==> config.mk <==
export PLATFORM = sky130hd
export DESIGN_NAME = ex_div_ctrl_flat
export DESIGN_NICKNAME = d
export VERILOG_FILES = /design/src/rtl/ex_div_ctrl_pkg.sv /design/src/rtl/ex_div_ctrl_if.sv /design/src/rtl/ex_div_ctrl_div_step.sv /design/src/rtl/ex_div_ctrl.sv /design/src/flat_wrapper.sv
export SDC_FILE = /design/constraint.sdc
export NUM_CORES = 1
export LEC_CHECK = 0
export BUFFER_PORTS_ARGS = -buffer_cell sky130_fd_sc_hd__buf_2
export CAP_MARGIN = 5
export CORE_AREA = 2 2 175 177
export CTS_BUF_LIST = sky130_fd_sc_hd__clkbuf_4
export CTS_CLUSTER_SIZE = 24
export DETAILED_ROUTE_END_ITERATION = 10
export DIE_AREA = 0 0 177 179
export GPL_TIMING_DRIVEN = 0
export SYNTH_ARGS = -nofsm -noshare
export SYNTH_HDL_FRONTEND = slang
export SYNTH_SLANG_ARGS = --single-unit
==> constraint.sdc <==
create_clock -name clk -period 5.25 [get_ports clk]
set_input_delay 1.3125 -clock clk [delete_from_list [all_inputs] [get_ports clk]]
set_output_delay 1.3125 -clock clk [all_outputs]
set_load 0.01 [all_outputs]
==> src/rtl/ex_div_ctrl_pkg.sv <==
// ex_div_ctrl_pkg: shared EX-stage definitions for the divide sequencer.
// Holds the datapath width, FUNCT codes (including DIV/DIVU), the divider
// state encoding and the iteration count.
package ex_div_ctrl_pkg;
    localparam int DATA_BUS   = 32;
    localparam int DIV_CYCLES = 32;
    localparam logic [5:0] FUNCT_ADD  = 6'b100000;
    localparam logic [5:0] FUNCT_SUB  = 6'b100010;
    localparam logic [5:0] FUNCT_AND  = 6'b100100;
    localparam logic [5:0] FUNCT_OR   = 6'b100101;
    localparam logic [5:0] FUNCT_XOR  = 6'b100110;
    localparam logic [5:0] FUNCT_NOR  = 6'b100111;
    localparam logic [5:0] FUNCT_DIV  = 6'b011010;
    localparam logic [5:0] FUNCT_DIVU = 6'b011011;
    typedef enum logic [1:0] {
        DIV_IDLE = 2'd0,
        DIV_BUSY = 2'd1,
        DIV_DONE = 2'd2
    } div_state_e;
    function automatic logic is_div_funct(input logic [5:0] f);
        return f == FUNCT_DIV || f == FUNCT_DIVU;
    endfunction
endpackage

==> src/rtl/ex_div_ctrl_if.sv <==
// ex_div_ctrl_if: EX-stage <-> divide sequencer bundle.
// master (EX side) drives flush, div_en, div_signed, operand_1, operand_2;
// slave (divider) drives stall_req, done, result_lo, result_hi.
interface ex_div_ctrl_if #(parameter int DIV_WIDTH = 32);
    logic                 flush;
    logic                 div_en;
    logic                 div_signed;
    logic [DIV_WIDTH-1:0] operand_1;
    logic [DIV_WIDTH-1:0] operand_2;
    logic                 stall_req;
    logic                 done;
    logic [DIV_WIDTH-1:0] result_lo;
    logic [DIV_WIDTH-1:0] result_hi;
    modport master (
        output flush, div_en, div_signed, operand_1, operand_2,
        input  stall_req, done, result_lo, result_hi
    );
    modport slave (
        input  flush, div_en, div_signed, operand_1, operand_2,
        output stall_req, done, result_lo, result_hi
    );
endinterface

==> src/rtl/ex_div_ctrl_div_step.sv <==
// div_step: one combinational restoring-division step.
// Ports: i_pr (2W partial remainder, upper = remainder, lower = dividend/quotient),
//        i_divisor (W), o_pr (next partial remainder), o_q_bit (quotient bit).
module div_step #(parameter int W = 32) (
    input  logic [2*W-1:0] i_pr,
    input  logic [W-1:0]   i_divisor,
    output logic [2*W-1:0] o_pr,
    output logic           o_q_bit
);
    logic [W+1:0] w_diff;
    // The shifted upper half needs W+1 bits: the bit leaving i_pr[2W-1] still counts.
    assign w_diff  = {1'b0, i_pr[2*W-1:W-1]} - {2'b00, i_divisor};
    assign o_q_bit = ~w_diff[W+1];
    assign o_pr    = {o_q_bit ? w_diff[W-1:0] : i_pr[2*W-2:W-1], i_pr[W-2:0], o_q_bit};
endmodule

==> src/rtl/ex_div_ctrl.sv <==
// ex_div_ctrl: multi-cycle restoring DIV/DIVU sequencer for the EX stage.
// Ports: clk, rst (sync, active-high); bus (ex_div_ctrl_if.slave):
//   in  flush, div_en, div_signed, operand_1 (dividend), operand_2 (divisor)
//   out stall_req (combinational), done (1-cycle pulse), result_lo (quotient),
//       result_hi (remainder).
// Option: DIV_ZERO_FAST_EN sends a zero divisor straight from IDLE to DONE.
module ex_div_ctrl
    import ex_div_ctrl_pkg::*;
#(
    parameter int DIV_WIDTH = DATA_BUS
) (
    input  logic clk,
    input  logic rst,
    ex_div_ctrl_if.slave bus
);
    localparam int W = DIV_WIDTH;
    div_state_e     r_state, w_next;
    logic [2*W-1:0] r_pr, w_pr_next;
    logic [W-1:0]   r_divisor, r_op1, r_lo, r_hi, w_mag1, w_mag2, w_q, w_r;
    logic [5:0]     r_cnt;
    logic           r_q_neg, r_r_neg, r_div0;
    logic           w_q_bit, w_s1, w_s2, w_zero, w_start, w_last, w_fast;

    div_step #(.W(W)) u_step (
        .i_pr      (r_pr),
        .i_divisor (r_divisor),
        .o_pr      (w_pr_next),
        .o_q_bit   (w_q_bit)
    );

    assign w_s1    = bus.div_signed & bus.operand_1[W-1];
    assign w_s2    = bus.div_signed & bus.operand_2[W-1];
    assign w_mag1  = w_s1 ? -bus.operand_1 : bus.operand_1;
    assign w_mag2  = w_s2 ? -bus.operand_2 : bus.operand_2;
    assign w_zero  = bus.operand_2 == '0;
    assign w_start = r_state == DIV_IDLE && bus.div_en && !bus.flush;
    assign w_last  = r_state == DIV_BUSY && r_cnt == 6'(W-1);
`ifdef DIV_ZERO_FAST_EN
    assign w_fast  = w_start & w_zero;
`else
    assign w_fast  = 1'b0;
`endif
    // Divide by zero is forced rather than left to the sign fixup.
    assign w_q = r_div0 ? '1 : r_q_neg ? -w_pr_next[W-1:0] : w_pr_next[W-1:0];
    assign w_r = r_div0 ? r_op1 : r_r_neg ? -w_pr_next[2*W-1:W] : w_pr_next[2*W-1:W];

    always_ff @(posedge clk) begin
        if (rst) r_state <= DIV_IDLE;
        else     r_state <= w_next;
    end

    always_comb begin
        w_next = r_state;
        case (r_state)
            DIV_IDLE: w_next = w_fast ? DIV_DONE : w_start ? DIV_BUSY : DIV_IDLE;
            DIV_BUSY: w_next = bus.flush ? DIV_IDLE : w_last ? DIV_DONE : DIV_BUSY;
            default:  w_next = DIV_IDLE;
        endcase
    end

    always_ff @(posedge clk) begin
        if (rst) begin
            r_pr      <= '0;
            r_divisor <= '0;
            r_op1     <= '0;
            r_cnt     <= '0;
            r_q_neg   <= 1'b0;
            r_r_neg   <= 1'b0;
            r_div0    <= 1'b0;
            r_lo      <= '0;
            r_hi      <= '0;
        end else begin
            if (w_start) begin
                r_pr      <= {{W{1'b0}}, w_mag1};
                r_divisor <= w_mag2;
                r_op1     <= bus.operand_1;
                r_cnt     <= '0;
                r_q_neg   <= w_s1 ^ w_s2;
                r_r_neg   <= w_s1;
                r_div0    <= w_zero;
            end else if (r_state == DIV_BUSY) begin
                r_pr  <= w_pr_next;
                r_cnt <= r_cnt + 6'd1;
            end
            if (w_fast) begin
                r_lo <= '1;
                r_hi <= bus.operand_1;
            end else if (w_last && !bus.flush) begin
                r_lo <= w_q;
                r_hi <= w_r;
            end
        end
    end

    assign bus.stall_req = w_start | (r_state == DIV_BUSY);
    assign bus.done      = r_state == DIV_DONE && !bus.flush;
    assign bus.result_lo = r_lo;
    assign bus.result_hi = r_hi;
endmodule

==> src/flat_wrapper.sv <==
// flat-port wrapper written by rule: the top's interface ports become plain ports
module ex_div_ctrl_flat import ex_div_ctrl_pkg::*;
#(
    parameter int DIV_WIDTH = DATA_BUS
)
  (clk, rst, bus_flush, bus_div_en, bus_div_signed, bus_operand_1, bus_operand_2, bus_stall_req, bus_done, bus_result_lo, bus_result_hi);
  ex_div_ctrl_if #(.DIV_WIDTH(DIV_WIDTH)) bus_i ();
  input  logic clk;
  input  logic rst;
  input wire logic [$bits(bus_i.flush)-1:0] bus_flush;
  input wire logic [$bits(bus_i.div_en)-1:0] bus_div_en;
  input wire logic [$bits(bus_i.div_signed)-1:0] bus_div_signed;
  input wire logic [$bits(bus_i.operand_1)-1:0] bus_operand_1;
  input wire logic [$bits(bus_i.operand_2)-1:0] bus_operand_2;
  output wire logic [$bits(bus_i.stall_req)-1:0] bus_stall_req;
  output wire logic [$bits(bus_i.done)-1:0] bus_done;
  output wire logic [$bits(bus_i.result_lo)-1:0] bus_result_lo;
  output wire logic [$bits(bus_i.result_hi)-1:0] bus_result_hi;
  assign bus_i.flush = bus_flush;
  assign bus_i.div_en = bus_div_en;
  assign bus_i.div_signed = bus_div_signed;
  assign bus_i.operand_1 = bus_operand_1;
  assign bus_i.operand_2 = bus_operand_2;
  assign bus_stall_req = bus_i.stall_req;
  assign bus_done = bus_i.done;
  assign bus_result_lo = bus_i.result_lo;
  assign bus_result_hi = bus_i.result_hi;
  ex_div_ctrl #(.DIV_WIDTH(DIV_WIDTH)) u_core (.clk(clk), .rst(rst), .bus(bus_i));
endmodule
# [Word level (Yosys, flattened, before mapping)]
# Cells that the tools add are included.
[totals] regBits=203
[classes] addsub=6 eq_ne=3 muxes=13 n_bitwise=5 reduce_logical=10
[ops] cell="2-to-1 mux 32 bit" count=9
[ops] cell="negator 32 bit" count=4
[ops] cell="subtractor 33 x 32 -> 34 bit" count=1
[ops] cell="zero test 32 bit" count=1
[ops] cell="adder 6 x 1 -> 6 bit (second input constant)" count=1
[ops] cell="== test 6 x 5 -> 1 bit (second input constant)" count=1
[ops] cell="logical AND 1 bit" count=5
[ops] cell="2-to-1 mux 2 bit" count=2
[ops] cell="case mux 2 bit (2 select lines)" count=1
[ops] cell="bitwise AND 1 bit" count=2
[ops] cell="== test 2 x 1 -> 1 bit (second input constant)" count=1
[ops] cell="== test 2 bit (second input constant)" count=1
[ops] cell="zero test 2 bit" count=1
[ops] cell="nonzero test 2 bit" count=1
[ops] cell="OR reduction 2 bit" count=1
[ops] cell="zero test 1 bit" count=1
[ops] cell="2-to-1 mux 1 bit" count=1
[ops] cell="inverter 1 bit" count=1
[ops] cell="OR 1 bit" count=1
[ops] cell="bitwise XOR 1 bit" count=1

# [Depth between registers and ports, before layout]
# Gate-level depths: netlist (run 1).
[depth] depth_word=5 depth_mapped=24 depth_no_buf=19

# [Hierarchy]
# A second synthesis (run 1) with hierarchy kept.
[unflattened] cells_unflattened=1752 hier_area_um2=13200.2
[modules_own_cells] module="ex_div_ctrl" instances=1 cells_per_inst=1348 area_per_inst_um2=10586.4
[modules_own_cells] module="div_step" instances=1 cells_per_inst=404 area_per_inst_um2=2613.8

# [Worst setup path before layout (run 1)]
# Ideal clock, no wire load.
[synth_path] kind="reg-to-reg" from="reg u_core.r_divisor[23]" to="reg u_core.r_hi[20], in the netlist u_core.bus.result_hi[20]" setup_ns=0.074 t_arrival_ns=4.675 required_ns=5.176 setup_slack_ns=0.501 stages_incl_launch_ff=25 n_path_buf=5 synth_period_minus_slack_ns=4.749 cell_sequence="dfxtp_1 > inv_1 > ha_1 > buf_2 > nand2_1 > o21ai_1 > and3b_1 > a211oi_2 > nor4_4 > nand2_4 > buf_2 > buf_2 > buf_4 > buf_2 > nand2_1 > o21ai_0 > ha_1 > and4_1 > nor4b_1 > o2111ai_1 > o32a_1 > o31ai_1 > xor2_1 > nand2_1 > a31oi_1"
[synth_via] elab_chain_len=5
[synth_rtl] item="from (decl)" line_no="ex_div_ctrl.sv:19" source="logic [W-1:0] r_divisor, r_op1, r_lo, r_hi, w_mag1, w_mag2, w_q, w_r;"
[synth_rtl] item="from (signal assigned)" line_no="ex_div_ctrl.sv:75" source="r_divisor <= w_mag2;"
[synth_rtl] item="subtractor 33 x 32 -> 34 bit (*)" line_no="ex_div_ctrl_div_step.sv:12" source="assign w_diff = {1'b0, i_pr[2*W-1:W-1]} - {2'b00, i_divisor};"
[synth_rtl] item="2-to-1 mux 32 bit (*)" line_no="ex_div_ctrl_div_step.sv:14" source="assign o_pr = {o_q_bit ? w_diff[W-1:0] : i_pr[2*W-2:W-1], i_pr[W-2:0], o_q_bit};"
[synth_rtl] item="negator 32 bit" line_no="ex_div_ctrl.sv:45" source="assign w_r = r_div0 ? r_op1 : r_r_neg ? -w_pr_next[2*W-1:W] : w_pr_next[2*W-1:W];"
[synth_rtl] item="2-to-1 mux 32 bit (*) (2 in a row)" line_no="ex_div_ctrl.sv:45"
[synth_rtl] item="to (signal assigned)" line_no="ex_div_ctrl.sv:87" source="r_hi <= bus.operand_1;"
[synth_rtl] item="to (signal assigned)" line_no="ex_div_ctrl.sv:90" source="r_hi <= w_r;"
[synth_rtl] item="to (decl)" line_no="ex_div_ctrl.sv:19"
# Mark *: on every way between the ends. The rest lies on a longest branch, timed or not.
# A chain may end at the register's enable or synchronous reset.

# [Worst setup path in the final report (run 1)]
[layout_path] from="reg u_core.r_pr[51]" to="reg u_core.r_hi[24], in the netlist u_core.bus.result_hi[24]"
[layout_via] elab_chain_len=5
[layout_rtl] item="from (decl)" line_no="ex_div_ctrl.sv:18" source="logic [2*W-1:0] r_pr, w_pr_next;"
[layout_rtl] item="from (signal assigned)" line_no="ex_div_ctrl.sv:74" source="r_pr <= {{W{1'b0}}, w_mag1};"
[layout_rtl] item="from (signal assigned)" line_no="ex_div_ctrl.sv:82" source="r_pr <= w_pr_next;"
[layout_rtl] item="subtractor 33 x 32 -> 34 bit" line_no="ex_div_ctrl_div_step.sv:12"
[layout_rtl] item="2-to-1 mux 32 bit (*)" line_no="ex_div_ctrl_div_step.sv:14"
[layout_rtl] item="negator 32 bit" line_no="ex_div_ctrl.sv:45"
[layout_rtl] item="2-to-1 mux 32 bit (*) (2 in a row)" line_no="ex_div_ctrl.sv:45"
# Marked as above.

==> impl_metrics.json, run 1 <==
{
  "outcome": "finished, final reports clean",
  "crit_path_start_kind": "register",
  "synth_nets": 1864,
  "final_cell_mix": "nand2_1 (253), dfxtp_1 (203), nor2_1 (183)",
  "cp_slowest_cell": "dfxtp_1",
  "vias_per_cell": 6.00,
  "async_flop_share": 0,
  "cts_tree": "yes",
  "path_buf_inv": 2,
  "setup.worst_path.class": "reg -> reg",
  "whs_path_depth": 2,
  "port_buffers": 134,
  "tightest_slew_ns": 1.15,
  "overflow": 0,
  "hold_path.class": "reg -> reg",
  "synthCells": 1757,
  "whs_ns": 0.456,
  "critPathCaptureType": "register",
  "wire_per_inst_um": 21.2,
  "drt_pre_antenna_iters": 8,
  "worst_ep_arrival_time_ns": 5.53,
  "multi_input_area_um2": 8480,
  "synth_area_um2": 13200,
  "dp_slack_ns": -0.988,
  "rr_startpoint": "u_core.r_pr[51]$_SDFFE_PP0P_",
  "yosys.cell_types.count": 90,
  "synth.avg_cell_area_um2": 7.52,
  "grt_max_degree": 19,
  "grt_pass1_wl_um": 76900,
  "synthFlopType": "dfxtp_1",
  "grt_antenna_before_repair": 1,
  "ys_seq_area_frac": 0.308,
  "core_area_um2": 30000,
  "start_util": 0.440,
  "cp.required_ns": 5.82,
  "fin_total_pwr_mw": 5.03,
  "chipHeight_um": 179,
  "fin_tns_setup_ns": 0,
  "cts-root-buf": "clkbuf_4",
  "netSwitchingPower_mw": 2.02,
  "synth-seq-cells": 203,
  "yosys_warnings": 0,
  "final_cell_area_um2": 15100,
  "cts_sinks": 203,
  "grt_usage": 0.315,
  "h-tree-depth": 2,
  "final_net_count": 2057,
  "clkTransAtPathRegs_ns": 0.06,
  "layout-drive-gt1-share": 0.146,
  "synth-edff-count": 0,
  "hold_end": "u_core.r_op1[2]$_SDFFE_PP0P_",
  "slowest_delay_ns": 0.53,
  "area_growth_pct": 14.7,
  "dieArea_um2": 31700,
  "regArea_um2": 4060,
  "reg2reg_depth": 19,
  "post-route-period-util": 0.945,
  "skew_ns": 0.0854,
  "path_delay_family": "compound AO/OA/AOI/OAI gates",
  "p_int_mw": 3.01,
  "max-cap-violations": 0,
  "std_cell_rows": 64,
  "setup_viol_count_final": 0,
  "final_common_cell": "nand2_1",
  "min_period_ns": 4.96,
  "clock_path_buffers": 3,
  "drc": 0,
  "wl_um": 50700,
  "power-per-cell-area_nw_per_um2": 332,
  "slew_violations": 0,
  "p_leak_nw": 5.81,
  "antenna_left": 0,
  "pwr-share-seq": 0.334,
  "p_clk_frac": 0.298,
  "place_area_um2": 14400,
  "critPathMaxFanout": 10,
  "die_w_um": 177,
  "clock_latency_ns": 0.76,
  "p_sw_frac": 0.402,
  "pwr-share-comb": 0.368,
  "vias": 14300,
  "grt_pass1_vias": 13000,
  "drt_iter0_markers": 1505,
  "num_io_pins": 135,
  "fill_cells": 3103,
  "rr_endpoint": "u_core.bus.result_hi[24]$_SDFFE_PP0P_",
  "worstPathCellList": "ha_1, a21oi_1, o21ai_0, nand2_1, a211oi_2, nor4_4, nand2_4, buf_4, buf_2, o21ai_1, ha_2, and4_1, nor4b_4, o2111ai_1, o32ai_1, nand2_1, o21ai_0, xor2_1, a211oi_1",
  "routabilityCongestion": 0.972,
  "max_freq_mhz": 202,
  "setup_slack_ns": 0.290,
  "hold_start": "u_core.r_op1[2]$_SDFFE_PP0P_",
  "final_hold_viol_count": 0,
  "regToRegSetupSlack_ns": 0.29,
  "slew_headroom": 0.212,
  "dp_hpwl_um": 39000,
  "numCtsBuffers": 58,
  "irDropWorstVdd_mv": 0.136
}
registers in the layout (all words and copies together) (netlist names):
signal,flops
u_core.r_pr,64
u_core.bus.result_hi,32
u_core.bus.result_lo,32
u_core.r_divisor,32
u_core.r_op1,32
u_core.r_cnt,6
u_core.r_state,2
u_core.r_div0,1
u_core.r_q_neg,1
u_core.r_r_neg,1
power groups by stage:
stage	registers, mW	clock network (mW)	logic [mW]
2_1_floorplan	1.68	0	1.27
3_3_place_gp	1.71	0	1.76
3_5_place_dp	1.71	0	1.78
4_1_cts	1.68	1.51	1.79
5_1_grt	1.69	1.60	2.01
6_report	1.68	1.50	1.85
logic make-up after synthesis:
kind of cell | share of synthesized area
adders and majority gates | 0.0366
DFF | 0.308
and+or+nand+nor | 0.240
AOI/OAI and AO/OA | 0.265
buffers and inverters | 0.0518
xor gates and xnor gates | 0.0809
muxes | 0.0176
cell usage after synthesis (11+ instances only):
cell type | number | area share
nand3_1 | 33 | 0.013
o21ai_1 | 11 | 0.0042
inv_1 | 50 | 0.014
xnor2_1 | 39 | 0.026
ha_1 | 37 | 0.035
dfxtp_1 | 203 | 0.31
or3_1 | 24 | 0.011
o41ai_1 | 11 | 0.0073
clkbuf_1 | 100 | 0.028
and2_1 | 12 | 0.0057
nor2_1 | 183 | 0.052
nor4_1 | 25 | 0.012
o21a_1 | 13 | 0.0074
a31oi_1 | 20 | 0.0095
nand4_1 | 16 | 0.0076
xor2_1 | 83 | 0.055
a211oi_1 | 57 | 0.032
o21ai_0 | 111 | 0.042
nand2_1 | 253 | 0.072
and3_1 | 14 | 0.0066
o31ai_1 | 22 | 0.013
a311oi_1 | 36 | 0.024
mux2i_1 | 14 | 0.011
a21oi_1 | 157 | 0.060
nor3_1 | 43 | 0.016
metal layers:
metal  global-route usage  wire (µm)
met1                0.459      23100
met2                0.473      21600
met3               0.0488       4610
met4               0.0978       1340
met5                    0          0
how the worst max path moves through the flow:
| stage | end | startpoint | slack (ns) | cells past startpoint |
|---|---|---|---|---|
| after floorplan | u_core.bus.result_hi[20]$_SDFFE_PP0P_ | u_core.r_divisor[23]$_SDFFE_PP0P_ | 0.50 | 24 |
| after global placement | u_core.bus.result_hi[14]$_SDFFE_PP0P_ | u_core.r_pr[51]$_SDFFE_PP0P_ | -1.02 | 23 |
| after detailed placement | u_core.bus.result_hi[14]$_SDFFE_PP0P_ | u_core.r_pr[50]$_SDFFE_PP0P_ | -0.99 | 23 |
| after CTS | u_core.bus.result_hi[14]$_SDFFE_PP0P_ | u_core.r_divisor[23]$_SDFFE_PP0P_ | 0.02 | 23 |
| after global routing | u_core.bus.result_hi[24]$_SDFFE_PP0P_ | u_core.r_pr[43]$_SDFFE_PP0P_ | -0.003 | 20 |
| final | u_core.bus.result_hi[24]$_SDFFE_PP0P_ | u_core.r_pr[51]$_SDFFE_PP0P_ | 0.29 | 19 |
area by class of cell:
cell class,instances,share of cell area
Antenna cell,2,0.000331
Tap cell,396,0.0327
Clock buffer,87,0.0431
Inverter,51,0.0126
Timing Repair Buffer,138,0.0463
Buffer,116,0.0313
Clock inverter,14,0.00512
Multi-Input combinational cell,1382,0.560
Sequential cell,203,0.268
stage by stage:
stage          cells   util
6_report        2389  0.504
5_1_grt         2389  0.504
4_1_cts         2386  0.503
3_5_place_dp    2287  0.479
3_3_place_gp    2287  0.479
2_1_floorplan   1757      -
worst min-delay path, delay by kind of cell (launching register included):
kind             cells  cell delay, ns
AO/OA/AOI/OAI        1            0.05
flip-flops           1            0.31
AND/OR/NAND/NOR      1            0.05
what timing repair did:
action / 4_1_cts / 5_1_grt
gates resized for setup: 3 / 5
setup buffers: 1 / 3
cloned: 0 / 0
pin swaps: 1 / 0
setup endpoints to repair: 12 / 15
hold buffers: 0 / 0
No activity file was read; power rests on OpenSTA's default activity.
==> run 2, diff against run 1 <==
--- a/config.mk
+++ b/config.mk
@@ -6,12 +6,14 @@
 export NUM_CORES = 1
 export LEC_CHECK = 0
+export ABC_AREA = 1
 export BUFFER_PORTS_ARGS = -buffer_cell sky130_fd_sc_hd__buf_2
 export CAP_MARGIN = 5
-export CORE_AREA = 2 2 175 177
+export CORE_AREA = 2 2 178 180
 export CTS_BUF_LIST = sky130_fd_sc_hd__clkbuf_4
 export CTS_CLUSTER_SIZE = 24
 export DETAILED_ROUTE_END_ITERATION = 10
-export DIE_AREA = 0 0 177 179
+export DIE_AREA = 0 0 180 182
 export GPL_TIMING_DRIVEN = 0
+export MAX_ROUTING_LAYER = met4
 export SYNTH_ARGS = -nofsm -noshare
 export SYNTH_HDL_FRONTEND = slang
==> constraint.sdc (replaced) <==
create_clock -name clk -period 5.25 [get_ports clk]
set_input_delay 1.3125 -clock clk [delete_from_list [all_inputs] [get_ports clk]]
set_output_delay 1.3125 -clock clk [all_outputs]
set_load 0.1 [all_outputs]
==> impl_metrics.json, run 2 <==
{
  "outcome": "finished, final reports clean",
  "synth_area_um2": 13700,
  "max_freq_mhz": 203,
  "slew_violations": 0,
  "async_flop_share": 0,
  "h-tree-depth": 2,
  "pwr-share-seq": 0.318,
  "ys_seq_area_frac": 0.297,
  "crit_path_start_kind": "input port",
  "synth-edff-count": 0,
  "setup.worst_path.class": "in -> out",
  "cp_slowest_cell": "clkbuf_1",
  "critPathMaxFanout": 10,
  "rr_startpoint": "u_core.r_divisor[24]$_SDFFE_PP0P_",
  "layout-drive-gt1-share": 0.129,
  "max-cap-violations": 0,
  "clock_latency_ns": 0.78,
  "skew_ns": 0.0627,
  "drt_iter0_markers": 1352,
  "synth_top_family_by_area": "simple AND/OR/NAND/NOR gates",
  "final_common_cell": "nand2_1",
  "synth_adder_area_share": 0.0352,
  "synth_top_cell_by_area": "dfxtp_1",
  "routed-wl-met2_um": 24600,
  "wl_met1_um": 24900,
  "dp_slack_ns": 0.439,
  "tightest_slew_ns": 0.889,
  "slew_headroom": 0.407,
  "yosys.cell_types.count": 60,
  "area_growth_pct": 14.1,
  "synth-seq-cells": 203,
  "core_area_um2": 31000,
  "wire_per_inst_um": 19.4,
  "setup_viol_count_final": 0,
  "grt_antenna_before_repair": 3,
  "path_buf_inv": 5,
  "grt_pass1_vias": 14200,
  "path_delay_family": "buffers and inverters",
  "chipHeight_um": 182,
  "synth_simple_gate_area_frac": 0.311,
  "synthTopCellsByCount": "nand2_1 (534), inv_1 (356), dfxtp_1 (203)",
  "wl_um": 55000,
  "whs_ns": 0.454,
  "drt_pre_antenna_iters": 7,
  "largest-register": "u_core.r_pr",
  "stdcell_count": 2826,
  "clkTransAtPathRegs_ns": 0.06,
  "cts_sinks": 203,
  "grt_usage": 0.335,
  "yosys_warnings": 0,
  "dieArea_um2": 32800,
  "die_w_um": 180,
  "largest_reg_flops": 64,
  "fin_tns_setup_ns": 0,
  "p_int_mw": 3.01,
  "worstPathCellList": "buf_2, nor2_1, nand3_1, clkinv_1, nor2_1, clkinv_1, clkbuf_1, buf_2",
  "post_cts_buffers": 0,
  "cts_hold_repair.buffers": 0,
  "p_sw_frac": 0.430,
  "synth_nets": 2290,
  "hold_start": "u_core.r_op1[23]$_SDFFE_PP0P_",
  "final_net_count": 2483,
  "yosysMostFrequentCell": "nand2_1",
  "vias_per_cell": 5.46,
  "pwr-share-comb": 0.392,
  "cts-root-buf": "clkbuf_4",
  "irDropWorstVdd_mv": 0.225,
  "p_clk_frac": 0.290,
  "overflow": 0,
  "grt_max_degree": 19,
  "ys_top_cells_by_area": "dfxtp_1 (30%), nand2_1 (15%), inv_1 (9.7%), a21oi_1 (5.4%), nor2_1 (5.0%)",
  "routabilityCongestion": 0.998,
  "grt_pass1_wl_um": 81700,
  "p_leak_nw": 7.90,
  "antenna_left": 0,
  "numCtsBuffers": 58,
  "drc": 0,
  "synthFlopType": "dfxtp_1",
  "start_util": 0.442,
  "std_cell_rows": 65,
  "crit_start": "bus_flush",
  "synth_compound_area_frac": 0.200,
  "vias": 15400,
  "cts_tree": "yes",
  "clock_path_buffers": 3,
  "slowest_delay_ns": 0.42,
  "min_period_ns": 4.92,
  "netSwitchingPower_mw": 2.27,
  "cp.required_ns": 3.94,
  "final_cell_mix": "nand2_1 (534), inv_1 (356), dfxtp_1 (203)",
  "setup_slack_ns": 0.326,
  "routed.top_layer": "met4",
  "port_buffers": 133,
  "dp_cells": 2718,
  "cts_resized": 0,
  "final_hold_viol_count": 0,
  "wl_met3_um": 3930,
  "synth-xor-area-share": 0.0275,
  "post-route-period-util": 0.938,
  "power-per-cell-area_nw_per_um2": 338,
  "synthCells": 2183,
  "synth_mux_area_frac": 0,
  "critPathCaptureType": "primary output",
  "worst_ep_arrival_time_ns": 3.61,
  "dp_hpwl_um": 43400,
  "synth_top_area_frac": 0.297,
  "rsz0062_at_grt": "no",
  "hold_path.class": "reg -> reg",
  "num_io_pins": 135,
  "synth.avg_cell_area_um2": 6.28
}
-- run 2: cell types whose count changed in the layout (fill, tap and decap cells not counted), moves of 42 or more --
cell and change:
a211oi_1 -45, inv_1 +306, nand2_1 +281, nand3_1 +96, o211ai_1 +42, xor2_1 -47
-- run 2: path summary, 6_finish.rpt --
kind                                                               to  slack, ns  cells past startpoint
worst max-delay path                                    bus_stall_req       0.33                      8
worst min-delay path                    u_core.r_op1[23]$_SDFFE_PP0P_       0.45                      2
worst min register to register          u_core.r_op1[23]$_SDFFE_PP0P_       0.45                      2
worst max register to register  u_core.bus.result_lo[28]$_SDFFE_PP0P_       0.52                     24
-- run 2: layer usage --
| layer | global-route usage | vias up |
|---|---|---|
| met5 | - | - |
| met4 | 0.113 | 0 |
| met3 | 0.0455 | 104 |
| met2 | 0.524 | 622 |
| met1 | 0.445 | 7135 |
| li1 | - | 7568 |
-- run 2: worst register-to-register path, stage by stage, from the launching register on --
cell,delay [ns]
dfxtp_1,0.33
inv_1,0.11
ha_1,0.39
a21o_1,0.23
a21oi_2,0.20
a21oi_2,0.10
nor2_4,0.18
nand2_8,0.10
inv_2,0.23
ha_1,0.23
nand3_1,0.13
nor3_1,0.33
nand3_1,0.19
nor3_2,0.26
nand2_1,0.17
nor3_1,0.26
nand2_1,0.15
nor3_1,0.26
nand2_1,0.14
nand2_1,0.11
o21ai_0,0.13
a21oi_1,0.14
o21ai_1,0.10
o211ai_1,0.09
inv_1,0.05
-- run 2: area by class of cell --
type                            instances  area, µm²
Antenna cell                            2       5.00
Buffer                                 88        374
Clock buffer                           90        676
Clock inverter                         16       81.3
Fill cell                            3316      15300
Inverter                              371       1390
Multi-Input combinational cell       1521       7880
Sequential cell                       203       4060
Tap cell                              402        503
Timing Repair Buffer                  133        666
-- run 2: logic make-up after synthesis --
group | count (synthesis)
AO/OA/AOI/OAI | 451
XOR/XNOR | 43
adder cells (fa/ha/maj) | 38
flip-flops | 203
buffers and inverters | 459
AND/OR/NAND/NOR | 989
-- run 2: through the flow --
step / total power, mW / utilization / area [µm²]
final: 5.28 / 0.505 / 15600
after detailed placement: 3.73 / 0.480 / 14900
after CTS: 5.26 / 0.504 / 15600
after global placement: 3.73 / 0.480 / 14900
after global routing: 5.61 / 0.505 / 15600
after floorplan: 3.13 / - / 13700
-- run 2: power groups by stage --
| stage | clock network (mW) | logic [mW] | registers (mW) |
|---|---|---|---|
| after global routing | 1.64 | 2.29 | 1.68 |
| after global placement | 0 | 2.02 | 1.71 |
| after CTS | 1.55 | 2.04 | 1.67 |
| after detailed placement | 0 | 2.02 | 1.71 |
| final | 1.53 | 2.07 | 1.68 |
| after floorplan | 0 | 1.44 | 1.68 |
